===== config.mk =====
export PLATFORM = sky130hd
export DESIGN_NAME = rcv_sequencer_flat
export DESIGN_NICKNAME = d
export VERILOG_FILES = /design/src/rtl/rcv_pkg.sv /design/src/rtl/rcv_sequencer_if.sv /design/src/rtl/rcv_bit_timer.sv /design/src/rtl/rcv_sequencer.sv /design/src/flat_wrapper.sv
export SDC_FILE = /design/constraint.sdc
export NUM_CORES = 1
export LEC_CHECK = 0
export CAP_MARGIN = 15
export CORE_MARGIN = 5
export CORE_UTILIZATION = 45
export CTS_CLUSTER_DIAMETER = 60
export DETAILED_ROUTE_END_ITERATION = 16
export PLACE_DENSITY = 0.82
export SKIP_CTS_REPAIR_TIMING = 1
export SYNTH_ARGS = -nofsm -noshare
export SYNTH_HDL_FRONTEND = slang
export SYNTH_SLANG_ARGS = --single-unit

===== constraint.sdc =====
create_clock -name clk -period 4.65 [get_ports clk]
set_input_delay 0.93 -clock clk [delete_from_list [all_inputs] [get_ports clk]]
set_output_delay 0.93 -clock clk [all_outputs]
set_load 0.05 [all_outputs]

===== src/rtl/rcv_pkg.sv =====
// Shared types and defaults for the UART receive sequencer.
// Imported by the interface, the bit timer and the sequencer top.
package rcv_pkg;

    typedef enum logic [2:0] {
        IDLE,
        START_CHK,
        RECV,
        STOP_CHK,
        CHECK,
        LOAD
    } rcv_state_t;

    localparam int DEF_CLKS_PER_BIT = 10;
    localparam int DEF_DATA_BITS    = 8;

endpackage


===== src/rtl/rcv_sequencer_if.sv =====
// Control bundle between the receive sequencer and the receive datapath.
// The master side is the sequencer; the slave side is the datapath.
interface rcv_sequencer_if;

    logic       rx_enable;
    logic       start_bit_detected;
    logic       serial_in;
    logic       framing_error;
    logic       shift_strobe;
    logic       sbc_clear;
    logic       sbc_enable;
    logic       load_buffer;
    logic       busy;
    logic       false_start;
    logic [3:0] bit_idx;

    modport master (
        input  rx_enable,
        input  start_bit_detected,
        input  serial_in,
        input  framing_error,
        output shift_strobe,
        output sbc_clear,
        output sbc_enable,
        output load_buffer,
        output busy,
        output false_start,
        output bit_idx
    );

    modport slave (
        output rx_enable,
        output start_bit_detected,
        output serial_in,
        output framing_error,
        input  shift_strobe,
        input  sbc_clear,
        input  sbc_enable,
        input  load_buffer,
        input  busy,
        input  false_start,
        input  bit_idx
    );

endinterface


===== src/rtl/rcv_bit_timer.sv =====
// Clearable rollover counter used as the bit-period timer.
// Counts 0..rollover_val and wraps; clear has priority over counting.
module rcv_bit_timer #(
    parameter int CNT_W = 4
) (
    input  logic             clk,
    input  logic             n_rst,
    input  logic             count_enable,
    input  logic             clear,
    input  logic [CNT_W-1:0] rollover_val,
    output logic [CNT_W-1:0] count_out,
    output logic             rollover_flag
);

    logic [CNT_W-1:0] count_q;
    logic [CNT_W-1:0] count_d;

    // Next count: clear, explicit wrap at rollover_val, else increment.
    always_comb begin
        count_d = count_q;
        if (clear) begin
            count_d = '0;
        end else if (count_enable) begin
            if (count_q == rollover_val) begin
                count_d = '0;
            end else begin
                count_d = count_q + 1'b1;
            end
        end
    end

    // Count register.
    always_ff @(posedge clk or negedge n_rst) begin
        if (!n_rst) begin
            count_q <= '0;
        end else begin
            count_q <= count_d;
        end
    end

    assign count_out     = count_q;
    assign rollover_flag = (count_q == rollover_val);

endmodule


===== src/rtl/rcv_sequencer.sv =====
// UART receive sequencer: start-bit validation, mid-bit shift strobes,
// stop-bit check sequencing and buffer commit, with enable abort.
module rcv_sequencer
    import rcv_pkg::*;
#(
    parameter int CLKS_PER_BIT = DEF_CLKS_PER_BIT,
    parameter int DATA_BITS    = DEF_DATA_BITS,
    parameter int CNT_W        = 4
) (
    input logic         clk,
    input logic         n_rst,
    rcv_sequencer_if.master bus
);

    localparam logic [CNT_W-1:0] HALF_LAST = CNT_W'(CLKS_PER_BIT / 2 - 1);
    localparam logic [CNT_W-1:0] FULL_LAST = CNT_W'(CLKS_PER_BIT - 1);
    localparam logic [3:0]       LAST_IDX  = 4'(DATA_BITS);

    rcv_state_t       state_q;
    rcv_state_t       state_d;
    logic [3:0]       bit_idx_q;
    logic [3:0]       bit_idx_d;
    logic             false_start_q;
    logic             false_start_d;
    logic [CNT_W-1:0] cnt;
    logic             roll;
    logic             cnt_en;
    logic             cnt_clr;
    logic [CNT_W-1:0] roll_val;

    // Timer runs only while timing a bit; idle or abort forces it to zero.
    always_comb begin
        cnt_en   = (state_q == START_CHK) || (state_q == RECV);
        cnt_clr  = (state_q == IDLE) || !bus.rx_enable;
        roll_val = (state_q == START_CHK) ? HALF_LAST : FULL_LAST;
    end

    rcv_bit_timer #(
        .CNT_W(CNT_W)
    ) u_timer (
        .clk          (clk),
        .n_rst        (n_rst),
        .count_enable (cnt_en),
        .clear        (cnt_clr),
        .rollover_val (roll_val),
        .count_out    (cnt),
        .rollover_flag(roll)
    );

    // Next-state, bit index and false-start flag; abort overrides all.
    always_comb begin
        state_d       = state_q;
        bit_idx_d     = bit_idx_q;
        false_start_d = 1'b0;
        unique case (state_q)
            IDLE: begin
                if (bus.rx_enable && bus.start_bit_detected) begin
                    state_d   = START_CHK;
                    bit_idx_d = '0;
                end
            end
            START_CHK: begin
                if (roll) begin
                    if (bus.serial_in) begin
                        state_d       = IDLE;
                        false_start_d = 1'b1;
                    end else begin
                        state_d = RECV;
                    end
                end
            end
            RECV: begin
                if (roll) begin
                    bit_idx_d = bit_idx_q + 4'd1;
                    if (bit_idx_q == LAST_IDX) begin
                        state_d = STOP_CHK;
                    end
                end
            end
            STOP_CHK: state_d = CHECK;
            CHECK: begin
                state_d = bus.framing_error ? IDLE : LOAD;
            end
            LOAD:     state_d = IDLE;
            default:  state_d = IDLE;
        endcase
        if (!bus.rx_enable && (state_q != IDLE)) begin
            state_d       = IDLE;
            bit_idx_d     = '0;
            false_start_d = 1'b0;
        end
    end

    // State, bit index and false-start registers.
    always_ff @(posedge clk or negedge n_rst) begin
        if (!n_rst) begin
            state_q       <= IDLE;
            bit_idx_q     <= '0;
            false_start_q <= 1'b0;
        end else begin
            state_q       <= state_d;
            bit_idx_q     <= bit_idx_d;
            false_start_q <= false_start_d;
        end
    end

    // Moore outputs decoded from registered state and counter.
    always_comb begin
        bus.shift_strobe = (state_q == RECV) && (cnt == FULL_LAST);
        bus.sbc_clear    = (state_q == START_CHK);
        bus.sbc_enable   = (state_q == STOP_CHK);
        bus.load_buffer  = (state_q == LOAD);
        bus.busy         = (state_q != IDLE);
        bus.false_start  = false_start_q;
        bus.bit_idx      = bit_idx_q;
    end

endmodule


===== src/flat_wrapper.sv =====
// flat-port wrapper written by rule: the top's interface ports become plain ports
module rcv_sequencer_flat import rcv_pkg::*;
#(
    parameter int CLKS_PER_BIT = DEF_CLKS_PER_BIT,
    parameter int DATA_BITS    = DEF_DATA_BITS,
    parameter int CNT_W        = 4
)
  (clk, n_rst, bus_rx_enable, bus_start_bit_detected, bus_serial_in, bus_framing_error, bus_shift_strobe, bus_sbc_clear, bus_sbc_enable, bus_load_buffer, bus_busy, bus_false_start, bus_bit_idx);
  rcv_sequencer_if bus_i ();
  input logic clk;
  input logic n_rst;
  input wire logic [$bits(bus_i.rx_enable)-1:0] bus_rx_enable;
  input wire logic [$bits(bus_i.start_bit_detected)-1:0] bus_start_bit_detected;
  input wire logic [$bits(bus_i.serial_in)-1:0] bus_serial_in;
  input wire logic [$bits(bus_i.framing_error)-1:0] bus_framing_error;
  output wire logic [$bits(bus_i.shift_strobe)-1:0] bus_shift_strobe;
  output wire logic [$bits(bus_i.sbc_clear)-1:0] bus_sbc_clear;
  output wire logic [$bits(bus_i.sbc_enable)-1:0] bus_sbc_enable;
  output wire logic [$bits(bus_i.load_buffer)-1:0] bus_load_buffer;
  output wire logic [$bits(bus_i.busy)-1:0] bus_busy;
  output wire logic [$bits(bus_i.false_start)-1:0] bus_false_start;
  output wire logic [$bits(bus_i.bit_idx)-1:0] bus_bit_idx;
  assign bus_i.rx_enable = bus_rx_enable;
  assign bus_i.start_bit_detected = bus_start_bit_detected;
  assign bus_i.serial_in = bus_serial_in;
  assign bus_i.framing_error = bus_framing_error;
  assign bus_shift_strobe = bus_i.shift_strobe;
  assign bus_sbc_clear = bus_i.sbc_clear;
  assign bus_sbc_enable = bus_i.sbc_enable;
  assign bus_load_buffer = bus_i.load_buffer;
  assign bus_busy = bus_i.busy;
  assign bus_false_start = bus_i.false_start;
  assign bus_bit_idx = bus_i.bit_idx;
  rcv_sequencer #(.CLKS_PER_BIT(CLKS_PER_BIT), .DATA_BITS(DATA_BITS), .CNT_W(CNT_W)) u_core (.clk(clk), .n_rst(n_rst), .bus(bus_i));
endmodule

==> run metrics <==
Area Growth Syn to Fin=22.7%; Die Width=53.3 um; hold depth=2; first-pass GRT wire length=2990 um; DR vias/cell=5.53; required time of the worst setup path=about 3700 ps; DR pass1 iterations=4; Clock Tree Buf Depth=2; register bit count reported by yosys=12; worst path cell trace=inv_1 > ha_1 > nor4bb_1 > and2_1 > clkdlybuf4s50_1; PwrDens=226 mW/mm^2; Synth cell types=35; Buf+Inv Stages, Crit Path=2; Worst path slowest cell=clkdlybuf4s50_1; ratio of cells with drive above 1 in the final layout=10.6%; final slew viol count=0; CP top delay family=buffers and inverters; RSZ-0062 raised after global routing=false; Die Y=about 53 um; share of power burned in registers=between 40% and 50%; DPL Wire Length=approximately 1300 um; post-synth top area share=35.6%; dpl cells=125; post-synth net total=100; Gate power share=15.3%; Synthesis Warnings=0; post-layout util=59.3%; CTS tree=built; crit start category=flip-flop; status=completed; ANT nets after route=0; core area=0.00175 mm^2; TritonCTS Sinks=12; vias in the first global route=669; Max-slew headroom=61.5%; switching share of total power=between 20% and 30%; multi-input combinational cell area=around 500 um^2; most frequent cells in the layout=15 x clkdlybuf4s50_1, 12 x dfrtp_1, 8 x nand2_1; peak supply drop=0.186 mV; routed wire length=1780 um; GPL Wtd Cong=0.788; Post-Syn Area=843 um^2; non-filler instance count after layout=129; Arr. time, crit path=2140 ps; initial antenna violation count=0; row count=15; GRT Overall Usage=15.4%; Max-cap violations=0; Seq. cell area=300 um^2; I/O pin cnt=16; final setup violation count=0; crit share post-route=66.0%; diode count=0; top cell type by total area after synthesis=dfrtp_1; crit-path max cell delay=approximately 800 ps; post-route cell area=0.00103 mm^2; sw power=0.0000644 W; Synth Area per Inst=9.37 um^2; clock power share=37.2%; DRT iter0 DRCs=15; fmax=roughly 0.33 GHz; Clock Skew=14.1 ps; Initial Utilization=48.3%; Max H-tree Level=1; CTS Buf Count=3; Int Pwr=0.000170 W; clock latency on the worst-skew pair=290 ps; placed cell area=about 1000 um^2; Final Hold Viols=0; Reg clk slew, reported paths=90 ps; Min-Delay Path Class=reg -> reg; Die ar.=0.00284 mm^2; IO buf count=15; gr ovfl total=0; commonest non-fill, non-tap cell in the layout=clkdlybuf4s50_1; top post-synthesis cells by area=dfrtp_1 36%, ha_1 5.9%, nand2b_1 4.5%, o21ai_0 3.6%, nand2_1 3.6%; Final Critical Period=3070 ps; largest net degree at the start of global routing=14; crit path max fanout=6; total number of vias=713; Cells after Synth=90; Layout Nets=115; P_leak=approximately 0.41 nW; Worst Setup End Kind=output port; reg2reg path depth=4; worst setup path category=reg -> out; worst-margin pin slew=576 ps; clk root buf=clkbuf_4; post-DR wirelength/cell=13.8 um; drc violations=0; total negative slack=0 ps; Fillers=154; WP depth=5; post-synthesis sequential area ratio=roughly 36%
synthesized netlist by cell type (all sizes together):
| cell type | count |
|---|---|
| a211o | 1 |
| a211oi | 1 |
| a21oi | 4 |
| a311oi | 1 |
| and2 | 3 |
| and4bb | 2 |
| buf | 2 |
| clkbuf | 3 |
| dfrtp | 12 |
| ha | 4 |
| inv | 5 |
| mux2i | 3 |
| nand2 | 8 |
| nand2b | 6 |
| nand3 | 5 |
| nand3b | 1 |
| nand4b | 1 |
| nor2 | 1 |
| nor2b | 3 |
| nor3b | 1 |
| nor4b | 2 |
| nor4bb | 1 |
| o211ai | 2 |
| o21a | 3 |
| o21ai | 6 |
| o22ai | 1 |
| o31ai | 1 |
| or2 | 2 |
| or2b | 1 |
| or3 | 2 |
| or3b | 1 |
| or4b | 1 |
layout make-up:
class                   count  share of cell area, %
multi-input cells          68                   48.1
flip-flops and latches     12                   29.0
repair buffers             15                   14.5
clock buffers               4                   3.51
well taps                  25                   3.02
inverters                   5                   1.81
power by group through the flow:
stage	clock [W]	sequential [W]	combinational (W)
finish	0.0000871	0.000111	0.0000359
global route	0.0000951	0.000112	0.0000392
CTS	0.0000911	0.000111	0.0000363
detailed placement	0	0.000113	0.0000363
global placement	0	0.000113	0.0000354
floorplan	0	0.000111	0.0000248
routing by layer:
metal | wire, um | global-route usage (%) | up-vias
li1 | - | - | 350
met1 | 835 | 17.3 | 344
met2 | 789 | 24.3 | 14
met3 | 111 | 5.92 | 5
met4 | 39 | 8.94 | 0
met5 | 0 | 0 | -
sequential cells by signal, indices dropped and copies added, names as in the netlist:
name                      cells
u_core.bus.false_start        1
u_core.u_timer.count_out      4
u_core.bus.bit_idx            4
u_core.state_q                3
worst paths after layout:
| kind | start | to | slack [ps] |
|---|---|---|---|
| worst min-delay path | u_core.bus.bit_idx[3] | u_core.bus.bit_idx[3] | 560 |
| worst max register to register | u_core.state_q[0] | u_core.u_timer.count_out[1] | 2740 |
| worst min register to register | u_core.bus.bit_idx[3] | u_core.bus.bit_idx[3] | 560 |
| worst max-delay path | u_core.u_timer.count_out[1] | bus_shift_strobe | 1580 |
| max in group asynchronous | n_rst | u_core.bus.bit_idx[0] | 3260 |
| min in group asynchronous | n_rst | u_core.state_q[0] | 1000 |
through the flow:
step	power, W	hold slack [ps]	setup slack (ps)
6_report	0.000234	564	1580
5_1_grt	0.000246	610	1420
4_1_cts	0.000238	564	1560
3_5_place_dp	0.000149	542	1900
3_3_place_gp	0.000148	533	1880
2_1_floorplan	0.000135	538	2480
kinds of logic (layout without fill, tap and decap cells):
kind of cell | count (synthesis) | in the layout | synth area share, %
AO/OA/AOI/OAI | 20 | 20 | 15.0
adder cells (fa/ha/maj) | 4 | 4 | 5.93
buffers and inverters | 10 | 24 | 5.34
flip-flops | 12 | 12 | 35.6
multiplexers | 3 | 3 | 4.01
AND/OR/NAND/NOR | 41 | 41 | 34.1
worst reg2reg max path: stages (launching register included):
cell and delay [ps]:
dfrtp_1 540, nor3b_4 280, mux2i_2 540, nand3_1 220, o31ai_1 240
Note: power is estimated with default switching activity, not from simulation.
